<file path="src/rtl/uart_tx_fifo.sv">
// UART transmitter with a write FIFO: queues parallel words and sends them as 8N1 frames, LSB first.
// Optional even parity bit before the stop bit when UART_TX_PARITY_EN is defined.
module uart_tx_fifo #(
  parameter int CLK_FREQ   = 50000000,
  parameter int BAUD       = 9600,
  parameter int DATA_BITS  = 8,
  parameter int FIFO_DEPTH = 16
) (
  input  logic                 i_clk,
  input  logic                 i_rst,
  input  logic [DATA_BITS-1:0] i_data_tx,
  input  logic                 i_wr_tx,
  input  logic                 i_enb_tx,
  output logic                 o_full_tx,
  output logic                 o_empty_tx,
  output logic                 o_ovf_tx,
  output logic                 o_data_tx,
  output logic                 o_busy_tx,
  output logic                 o_done_tx
);

  localparam int CLKS_PER_BIT = CLK_FREQ / BAUD;
  localparam int CNT_W = (CLKS_PER_BIT > 1) ? $clog2(CLKS_PER_BIT) : 1;
  localparam int BIT_W = (DATA_BITS > 1) ? $clog2(DATA_BITS) : 1;
  localparam int PTR_W = $clog2(FIFO_DEPTH);

  localparam logic [CNT_W-1:0] BAUD_LAST = CNT_W'(CLKS_PER_BIT - 1);
  localparam logic [CNT_W-1:0] BAUD_PRE  = CNT_W'(CLKS_PER_BIT - 2);
  localparam logic [BIT_W-1:0] BIT_LAST  = BIT_W'(DATA_BITS - 1);
  localparam logic [PTR_W:0]   DEPTH_CNT = (PTR_W+1)'(FIFO_DEPTH);
  // With one clock per bit the stop bit's only cycle is also its last.
  localparam logic DONE_ON_ENTRY = (CLKS_PER_BIT == 1);

  // state  | meaning
  // IDLE   | line high, waiting for enable and a queued word
  // START  | start bit (low)
  // DATA   | data bits, LSB first
  // PARITY | even parity bit (only with UART_TX_PARITY_EN)
  // STOP   | stop bit (high), done pulses on its last cycle
  typedef enum logic [2:0] {IDLE, START, DATA, PARITY, STOP} state_t;

  state_t               state;
  logic [CNT_W-1:0]     baud_cnt;
  logic [BIT_W-1:0]     bit_cnt;
  logic [DATA_BITS-1:0] shift_reg;
`ifdef UART_TX_PARITY_EN
  logic                 parity;
`endif

  logic [DATA_BITS-1:0] mem [FIFO_DEPTH];
  logic [PTR_W-1:0]     wr_ptr;
  logic [PTR_W-1:0]     rd_ptr;
  logic [PTR_W:0]       count;
  logic [PTR_W:0]       count_next;
  logic                 push;
  logic                 pop;

  always_comb begin
    push       = i_wr_tx && !o_full_tx;
    pop        = (state == IDLE) && i_enb_tx && !o_empty_tx;
    count_next = count;
    case ({push, pop})
      2'b10:   count_next = count + (PTR_W+1)'(1);
      2'b01:   count_next = count - (PTR_W+1)'(1);
      default: count_next = count;
    endcase
  end

  always_ff @(posedge i_clk) begin
    if (push) mem[wr_ptr] <= i_data_tx;
  end

  // Flags are registered from the next count so they track it exactly.
  always_ff @(posedge i_clk) begin
    if (i_rst) begin
      wr_ptr     <= '0;
      rd_ptr     <= '0;
      count      <= '0;
      o_full_tx  <= 1'b0;
      o_empty_tx <= 1'b1;
      o_ovf_tx   <= 1'b0;
    end else begin
      if (push) wr_ptr <= wr_ptr + 1'b1;
      if (pop) rd_ptr <= rd_ptr + 1'b1;
      if (i_wr_tx && o_full_tx) o_ovf_tx <= 1'b1;
      count      <= count_next;
      o_full_tx  <= (count_next == DEPTH_CNT);
      o_empty_tx <= (count_next == '0);
    end
  end

  always_ff @(posedge i_clk) begin
    if (i_rst) begin
      state     <= IDLE;
      baud_cnt  <= '0;
      bit_cnt   <= '0;
      shift_reg <= '0;
      o_data_tx <= 1'b1;
      o_busy_tx <= 1'b0;
      o_done_tx <= 1'b0;
`ifdef UART_TX_PARITY_EN
      parity    <= 1'b0;
`endif
    end else begin
      o_done_tx <= 1'b0;
      case (state)
        IDLE: begin
          o_data_tx <= 1'b1;
          o_busy_tx <= 1'b0;
          baud_cnt  <= '0;
          bit_cnt   <= '0;
          if (pop) begin
            state     <= START;
            shift_reg <= mem[rd_ptr];
            o_data_tx <= 1'b0;
            o_busy_tx <= 1'b1;
`ifdef UART_TX_PARITY_EN
            parity    <= ^mem[rd_ptr];
`endif
          end
        end
        START: begin
          if (baud_cnt == BAUD_LAST) begin
            state     <= DATA;
            baud_cnt  <= '0;
            o_data_tx <= shift_reg[0];
          end else begin
            baud_cnt <= baud_cnt + 1'b1;
          end
        end
        DATA: begin
          if (baud_cnt == BAUD_LAST) begin
            baud_cnt  <= '0;
            shift_reg <= shift_reg >> 1;
            if (bit_cnt == BIT_LAST) begin
`ifdef UART_TX_PARITY_EN
              state     <= PARITY;
              o_data_tx <= parity;
`else
              state     <= STOP;
              o_data_tx <= 1'b1;
              o_done_tx <= DONE_ON_ENTRY;
`endif
            end else begin
              bit_cnt   <= bit_cnt + 1'b1;
              o_data_tx <= shift_reg[1];
            end
          end else begin
            baud_cnt <= baud_cnt + 1'b1;
          end
        end
`ifdef UART_TX_PARITY_EN
        PARITY: begin
          if (baud_cnt == BAUD_LAST) begin
            state     <= STOP;
            baud_cnt  <= '0;
            o_data_tx <= 1'b1;
            o_done_tx <= DONE_ON_ENTRY;
          end else begin
            baud_cnt <= baud_cnt + 1'b1;
          end
        end
`endif
        STOP: begin
          if (baud_cnt == BAUD_LAST) begin
            state     <= IDLE;
            baud_cnt  <= '0;
            o_data_tx <= 1'b1;
            o_busy_tx <= 1'b0;
          end else begin
            baud_cnt  <= baud_cnt + 1'b1;
            o_done_tx <= (baud_cnt == BAUD_PRE);
          end
        end
        default: begin
          state     <= IDLE;
          baud_cnt  <= '0;
          o_data_tx <= 1'b1;
          o_busy_tx <= 1'b0;
        end
      endcase
    end
  end

endmodule

</file>
<file path="config.mk">
export PLATFORM = sky130hd
export DESIGN_NAME = uart_tx_fifo
export DESIGN_NICKNAME = d
export VERILOG_FILES = /design/src/rtl/uart_tx_fifo.sv
export SDC_FILE = /design/constraint.sdc
export NUM_CORES = 1
export LEC_CHECK = 0
export CAP_MARGIN = 5
export CORE_MARGIN = 8
export CORE_UTILIZATION = 45
export CTS_BUF_LIST = sky130_fd_sc_hd__clkbuf_4
export DETAILED_ROUTE_END_ITERATION = 8
export SETUP_SLACK_MARGIN = 0.4
export SYNTH_ARGS = -nofsm -noshare
export SYNTH_HDL_FRONTEND = slang
export SYNTH_SLANG_ARGS = --single-unit
</file>
<file path="constraint.sdc">
create_clock -name i_clk -period 3.7 [get_ports i_clk]
set_input_delay 0.74 -clock i_clk [delete_from_list [all_inputs] [get_ports i_clk]]
set_output_delay 0.74 -clock i_clk [all_outputs]
set_load 0.005 [all_outputs]
</file>
==> results.toml <==
[worst_setup_path]
cp_max_fo = 9
worstPathArrival_ps = 3310
cp_top_family = "simple AND/OR/NAND/NOR gates"
cp.depth = 12
max_stage_delay_ps = 450
path_cells = "clkdlybuf4s50_1, nor3b_1, nand2_1, inv_2, ha_1, xor2_1, ha_1, a21oi_1, mux2i_1, xor2_1, and2_1, nor4bb_1"
critPathKind = "in -> reg"
r2r.worst_path.cells = 11
critPathCaptureType = "register"
cp.required_ps = 4160
cpMaxStageDelayCell = "clkdlybuf4s50_1"
worstSetupStartpointType = "input pin"
crit_buf_inv = 2

[timing]
hold_viol = 0
fmax_mhz = 351
setup_tns_ps = 0
skew_ps = 16.6
grt_setup_unrepaired = "no"
setup_viol = 0
max_slew.worst_pin.slew_ps = 784
maxSlewHeadroom = 0.476
finalCritPeriodShare = 0.770
final.setup.worst_slack_ps = 850
post-route-min-period_ps = 2850
drv_slew = 0

[hold_path]
hold_class = "reg -> reg"
holdPathStages = 2

[route]
drcViolationCount = 0
wire_per_inst_um = 18.5
route.vias.total = 3980
ant_nets = 0
first_pass_iters = 5
drtIter0Drc = 198
drt_wl_total_um = 13700
post_drt_via_cell_ratio = 5.37

[floorplan]
dieArea_mm2 = 0.0207
core_mm2 = 0.0159
ios = 18
rows = 46
die_h_um = 144
die_w_um = 144
initial_core_util = 0.462

[pwr]
p_total_mw = 3.85
power.share.clock = 0.282
p_int_mw = 2.87
p_sw_mw = 0.978
max-vdd-ir-drop_mv = 0.220
p_leak_nw = 2.71
combPwrFrac = 0.127
sequentialPowerShare = 0.591
p_per_area_mw_per_mm2 = 476
swShare = 0.254

[synth]
synth_top_area_share = 0.522
synth_seq_cells = 178
synth.largest_area_cell = "edfxtp_1"
synth.distinct_cells = 52
synth.most_common_cell = "edfxtp_1"
syn_area_per_cell_um2 = 15.4
synth_fp_nets = 502
async_reset_ff_frac = 0
netlist_area_mm2 = 0.00736
synth_warnings = 0
synth-main-ff-cell = "edfxtp_1"
ys_seq_area_frac = 0.658
synth_common_cells = "edfxtp_1, dfxtp_1, nor2_1"
yosys-top-cells-area = "edfxtp_1, dfxtp_1, mux4_2, mux2i_1, nor2_1"
syn_inst = 477
synth-edff-count = 128

[clock_network]
cts.sinks = 178
ctsHoldBuffers = 0
htreeDepth = 4
clk_path_buf_depth = 2
clk_latency_ps = 550
root_buffer = "clkbuf_4"
tritoncts = "done"
cts_post_setup_buffers_inserted = 0
path_clk_slew_ps = 130
ctsResizeCount = 0
numCtsBuffers = 17

[placed_design]
pre_cts_ws_ps = 280
io_buffers = 17
place_congestion = 0.759
dp_hpwl_um = 8920

[layout]
regArea_mm2 = 0.00485
multi_input_area_mm2 = 0.00230
largest_reg_flops = 128
fillers = 1371
area_delta_synth_final_pct = 9.98
finalNetCount = 537
drive_gt1_frac = 0.183

[global_routing]
grtUsageMet2 = 0.234
busiest_layer = "met2"
grt-ovfl-total = 0
grt_max_degree = 26
grtUsageMet1 = 0.179
grt_use_total = 0.145
antenna_found_initial = 1
grt_pass1_vias = 4005
grt_first_pass_wirelength_um = 22000
grt.met3_usage = 0.0388

[job]
maxCapViolCount = 0

[run_status]
outcome = "complete, no violations"
-- worst register-to-register path, cell delays in order, from the launching register on --
cell	delay, ps
dfxtp_1	450
nor3b_1	320
nand2_1	140
inv_2	80
ha_1	320
xor2_1	120
ha_1	220
a21oi_1	170
mux2i_1	260
xor2_1	220
and2_1	170
nor4bb_1	180
-- cells in the final DEF, fill, tap and decap left out, types with 6 or more instances in the layout --
master           Yosys  final
edfxtp_1           128    128
nor2_1              50     50
nor3_1               8      8
a2111oi_1            7      7
a21oi_1              8      8
mux4_2              32     32
nand2b_1             6      6
mux2i_1             19     19
a211oi_1             8      8
or2b_1               6      6
dfxtp_1             50     49
nand2_1             21     21
clkdlybuf4s50_1      0     17
buf_4                4     24
clkbuf_4             0     17
nand3_1              6      6
xor2_1              14     14
nor2b_1             10     10
xnor2_1              9      9
ha_1                13     13
inv_1               10     10
-- per-layer routing --
metal | share of wire | routed length [um]
met1 | 0.45 | 6180
met2 | 0.50 | 6900
met3 | 0.032 | 439
met4 | 0.016 | 224
met5 | 0 | 0
-- through the flow --
step / hold slack (ps) / instance area [um2] / util / cells
6_report: 492 / 8100 / 0.508 / 741
4_1_cts: 493 / 8090 / 0.508 / 740
3_3_place_gp: 449 / 7810 / 0.490 / 709
3_5_place_dp: 461 / 7810 / 0.490 / 709
5_1_grt: 534 / 8100 / 0.508 / 741
2_1_floorplan: 441 / 7360 / - / 477
-- path summary, 6_finish.rpt --
kind / slack, ps / to / startpoint
max: 850 / o_full_tx / i_enb_tx
min: 490 / o_ovf_tx / o_ovf_tx
max reg2reg: 980 / o_full_tx / state[1]
min reg2reg: 490 / o_ovf_tx / o_ovf_tx
-- cells by family after synthesis --
family          after synthesis  synth area share
mux                          54             0.128
flops                       178             0.658
simple gates                131            0.0913
compound gates               42            0.0440
xor+xnor                     23            0.0274
fa+ha+maj                    13            0.0221
buf+inv                      36            0.0287
-- power groups by stage --
stage	combinational [mW]	sequential, mW	clock, mW
6_report	0.490	2.28	1.09
2_1_floorplan	0.420	2.28	0
5_1_grt	0.542	2.29	1.20
3_5_place_dp	0.496	2.32	0
4_1_cts	0.499	2.28	1.12
3_3_place_gp	0.487	2.32	0
-- final cells by class --
class	count	share of cell area
well taps	216	0.0334
diodes	1	0.000309
clock inverters	14	0.0189
clock buffers	17	0.0158
multi-input cells	263	0.285
repair buffers	41	0.0433
flip-flops and latches	178	0.599
inverters	11	0.00510
Power figures use the tool's default switching activity.
==> edit 1: new RTL, config.mk and constraints unchanged <==
Change the parameter `BAUD` from 9600 to 19200.
--- a/src/rtl/uart_tx_fifo.sv
+++ b/src/rtl/uart_tx_fifo.sv
@@ -2,7 +2,7 @@
 // Optional even parity bit before the stop bit when UART_TX_PARITY_EN is defined.
 module uart_tx_fifo #(
   parameter int CLK_FREQ   = 50000000,
-  parameter int BAUD       = 9600,
+  parameter int BAUD       = 19200,
   parameter int DATA_BITS  = 8,
   parameter int FIFO_DEPTH = 16
 ) (
Behaviour: same outputs for any inputs over 10 cycles, from zero or initial values and one cycle with i_rst high; that may be too few to reach the edited logic, so the function may still have changed.
==> edit 1 against the unedited design <==
Count of clock-buffer cells in the layout rose by 1. Cell area fell by 0.42%. Synthesized cell count rose by 5.9%. Wire length rose by 1.9%. Synthesized area barely moved. Total power rose by 2.5%. Clock power rose by 5%. Setup slack got worse by 0.089 ns. Largest power group unchanged. Sequential cell count fell by 1.
==> edit 1: results (changes against the unedited design) <==
| Metric | Value |
|---|---|
| First-pass GRT wire length | 22700 um (was 22000 um) |
| DR pass1 iterations | 4 (was 5) |
| Vias/cell | 5.41 (was 5.37) |
| Synthesis Warnings | 0 (unchanged) |
| Fill cells | 1359 (was 1371) |
| Area contributors post-synth | edfxtp_1 (52%), dfxtp_1 (13%), mux4_2 (7.6%), mux2i_1 (2.7%), nor2_1 (2.4%) (was edfxtp_1 (52%), dfxtp_1 (14%), mux4_2 (9.8%), mux2i_1 (2.6%), nor2_1 (2.5%)) |
| Library cells used by synthesis | 53 (was 52) |
| Routed wire length per instance | 18.5 um (about the same) |
| Syn_area_per_cell | 14.6 um^2 (was 15.4 um^2) |
| Nets | 554 (was 537) |
| Internal reg-to-reg setup slack | 0.80 ns (was 0.98 ns) |
| Synth Area in XOR/XNOR | 2.62% (was 2.74%) |
| HPWL Detailed | 9040 um (was 8920 um) |
| N_diodes | 0 (was 1) |
| Worst VDD drop | 0.259 mV (was 0.220 mV) |
| Total GRT Usage | 14.7% (was 14.5%) |
| Pre-CTS setup slack | 0.215 ns (was 0.280 ns) |
| DRT antenna net count | 0 (unchanged) |
| Clk_skew | 0.0173 ns (was 0.0166 ns) |
| WHS | 0.476 ns (was 0.492 ns) |
| Initial antenna violation count | 0 (was 1) |
| DR iter-0 viols | 321 (was 198) |
| Largest net degree at the start of global routing | 33 (was 26) |
| H-tree depth | 4 (unchanged) |
| Leak | 2.64 nW (was 2.71 nW) |
| Gp weighted congestion | 0.792 (was 0.759) |
| Post-synthesis mux area share | 10.7% (was 12.8%) |
| Post-Syn Nets | 530 (was 502) |
| Commonest cells in the netlist | edfxtp_1 (128), dfxtp_1 (49), nor2_1 (48) (was edfxtp_1 (128), dfxtp_1 (50), nor2_1 (50)) |
| Worst Path Arrival | 3.39 ns (was 3.31 ns) |
| Tmin final | 2.94 ns (was 2.85 ns) |
| Post-Synth Adder-Cell Area | 2.21% (about the same) |
| Vias in the first global route | 4104 (was 4005) |
| Largest stage delay on the critical path | 0.47 ns (was 0.45 ns) |
| Clk slew on worst S/H paths | between 0.1 and 0.15 ns |
| Seq/Total Area, Yosys | 65.5% (was 65.8%) |
| Synth Area in Compound Gates | 4.62% (was 4.40%) |
| Clock latency on the worst-skew pair | 0.55 ns (about the same) |
| Detailed Route WL | 14000 um (was 13700 um) |
| CP top delay family | simple AND/OR/NAND/NOR gates (unchanged) |
| Flop pwr share | 58.0% (was 59.1%) |
| Port bufs | 17 (unchanged) |
| Placed cell area | 7760 um^2 (was 7810 um^2) |
| Worst hold start | shift_reg[0] (was o_ovf_tx) |
| Status | finished, final reports clean (unchanged) |
| Clk power | 0.00114 W (was 0.00109 W) |
| Layout cells sized above 1 | 14.9% (was 18.3%) |
| EDFF count, synth | 128 (unchanged) |
| Slew HR | 34.1% (was 47.6%) |
| Int Power | 0.00287 W (about the same) |
| Inst Count DP | 726 (was 709) |
| Hold Crit Endpoint | shift_reg[0] (was o_ovf_tx) |
edit 1: cell type report:
type	count	area, um^2	area share [%]
Tap cell	216	270	3.35
Clock inverter	14	166	2.06
Timing Repair Buffer	32	295	3.66
Clock buffer	18	135	1.68
Multi-Input combinational cell	292	2330	29.0
Inverter	9	33.8	0.419
Sequential cell	177	4830	59.9
edit 1: cell families (layout without fill, tap and decap cells):
logic type | Yosys count | in the layout
DFF | 177 | 177
AOI/OAI and AO/OA | 48 | 48
xor gates and xnor gates | 22 | 22
and+or+nand+nor | 162 | 162
buffers and inverters | 36 | 73
muxes | 47 | 47
adders and majority gates | 13 | 13
edit 1: worst register-to-register path, delay by kind of cell, from the launching register on:
| kind | cells | cell delay (ns) |
|---|---|---|
| flip-flops | 1 | 0.63 |
| XOR/XNOR | 1 | 0.19 |
| adder cells (fa/ha/maj) | 2 | 0.61 |
| AND/OR/NAND/NOR | 5 | 0.68 |
| multiplexers | 1 | 0.36 |
| buffers and inverters | 1 | 0.23 |
| AO/OA/AOI/OAI | 1 | 0.13 |
edit 1: worst max-delay path by stage:
stage | cells after the start | to
2_1_floorplan | 12 | o_full_tx
3_3_place_gp | 12 | o_full_tx
3_5_place_dp | 12 | o_full_tx
4_1_cts | 11 | o_full_tx
5_1_grt | 11 | o_full_tx
6_report | 12 | o_full_tx
edit 1: layer usage:
| metal | share of wire (%) | track usage [%] | wire length, um |
|---|---|---|---|
| met5 | 0 | 0 | 0 |
| met4 | 1.1 | 4.32 | 159 |
| met3 | 4.4 | 3.68 | 616 |
| met2 | 47 | 23.3 | 6580 |
| met1 | 47 | 19.5 | 6650 |
==> edit 2: new RTL, same settings <==
Without the edit above. Encoding of `state_t`: now Gray code (3 bits for 5 states).
--- a/src/rtl/uart_tx_fifo.sv
+++ b/src/rtl/uart_tx_fifo.sv
@@ -37,7 +37,7 @@
   // DATA   | data bits, LSB first
   // PARITY | even parity bit (only with UART_TX_PARITY_EN)
   // STOP   | stop bit (high), done pulses on its last cycle
-  typedef enum logic [2:0] {IDLE, START, DATA, PARITY, STOP} state_t;
+  typedef enum logic [2:0] {IDLE = 3'b000, START = 3'b001, DATA = 3'b011, PARITY = 3'b010, STOP = 3'b110} state_t;
 
   state_t               state;
   logic [CNT_W-1:0]     baud_cnt;
Function: no difference found for any inputs over 10 cycles, from zero or initial values and one cycle with i_rst high; not proved beyond that.
==> edit 2 against the unedited design <==
Synthesized cell count shrank 0.63%. Wire length grew 3.9%. Setup slack lost 0.041 ns. Cell area shrank 0.62%. Sequential cell count is the same. Synthesized area shrank 0.25%. Total power grew 4.2%. Critical endpoint unchanged. Largest cell class unchanged.
==> edit 2: results (changes against the unedited design) <==
| Metric | Value |
|---|---|
| Worst Path Arrival | 3.34 ns (was 3.31 ns) |
| Slew HR | 54.0% (was 47.6%) |
| Clk_skew | 0.0212 ns (was 0.0166 ns) |
| Max Fanout on Critical Path | 7 (was 9) |
| DR vias | 3977 (was 3980) |
| Nets | 531 (was 537) |
| HPWL Detailed | 8950 um (was 8920 um) |
| Status | finished, final reports clean (unchanged) |
| Post-Syn Nets | 499 (was 502) |
| Leak | 2.70 nW (was 2.71 nW) |
| Fill cells | 1370 (was 1371) |
| Layout cells sized above 1 | 14.8% (was 18.3%) |
| Detailed Route WL | 14300 um (was 13700 um) |
| Worst VDD drop | 0.330 mV (was 0.220 mV) |
| Commonest cells in the netlist | edfxtp_1 (128), nor2_1 (57), dfxtp_1 (50) (was edfxtp_1 (128), dfxtp_1 (50), nor2_1 (50)) |
| Area contributors post-synth | edfxtp_1 (52%), dfxtp_1 (14%), mux4_1 (6.1%), mux4_2 (4.6%), nor2_1 (2.9%) (was edfxtp_1 (52%), dfxtp_1 (14%), mux4_2 (9.8%), mux2i_1 (2.6%), nor2_1 (2.5%)) |
| First-pass GRT wire length | 22700 um (was 22000 um) |
| Gp weighted congestion | 0.767 (was 0.759) |
| CP top delay family | compound AO/OA/AOI/OAI gates (was simple AND/OR/NAND/NOR gates) |
| Seq/Total Area, Yosys | 66.0% (was 65.8%) |
| Port bufs | 17 (unchanged) |
| Largest net degree at the start of global routing | 36 (was 26) |
| DR iter-0 viols | 319 (was 198) |
| Min-Delay Path Class | flop to flop (unchanged) |
| Total GRT Usage | 14.9% (was 14.5%) |
==> edit 2: stage by stage <==
stage	power, W	cells	cell area [um^2]	setup WS (ns)	util [%]
6_report	0.00401	737	8050	0.809	50.5
5_1_grt	0.00420	737	8050	0.654	50.5
4_1_cts	0.00405	735	8040	0.832	50.4
3_5_place_dp	0.00295	703	7750	0.228	48.6
3_3_place_gp	0.00293	703	7750	0.292	48.6
2_1_floorplan	0.00280	474	7340	0.654	-
==> edit 2: cell type report <==
class,count,area [um^2],area share [%]
multi-input combinational,263,2270,28.3
inverter,8,30.0,0.373
antenna,2,5.00,0.0622
sequential,178,4850,60.2
tap,216,270,3.36
clock inverter,13,149,1.85
timing repair buffer,38,328,4.07
clock buffer,19,143,1.77
==> edit 2: worst paths after layout <==
kind | from | to | cells after the start | slack [ns]
max | i_enb_tx | o_full_tx | 12 | 0.81
min | o_ovf_tx | o_ovf_tx | 2 | 0.49
max reg2reg | state[2] | o_full_tx | 11 | 0.94
min reg2reg | o_ovf_tx | o_ovf_tx | 2 | 0.49
==> edit 2: where the power goes <==
part / switching (W) / internal, W
registers: 0.0000837 / 0.00221
logic: 0.000306 / 0.000293
clock network: 0.000688 / 0.000428
total: 0.00108 / 0.00294
==> edit 2: logic make-up (layout without fill, tap and decap cells) <==
family,Yosys count,in the layout,synth area share (%)
DFF,178,178,66.0
and+or+nand+nor,130,130,8.88
AOI/OAI and AO/OA,60,60,5.78
muxes,37,37,11.4
buffers and inverters,33,78,3.03
xor gates and xnor gates,23,23,2.74
adders and majority gates,13,13,2.22
other,0,2,0
==> edit 2: tightest hold or removal path: stages, from the launching register on <==
cell	delay [ns]
dfxtp_1	0.36
a21oi_1	0.04
nor2_1	0.07
==> edit 2: per-layer routing <==
metal | share of wire [%] | GRT usage [%] | vias up
li1 | - | - | 1881
met1 | 47 | 19.8 | 2005
met5 | 0 | 0 | -
met2 | 48 | 23.4 | 75
met3 | 3.7 | 3.52 | 16
met4 | 1.6 | 5.20 | 0
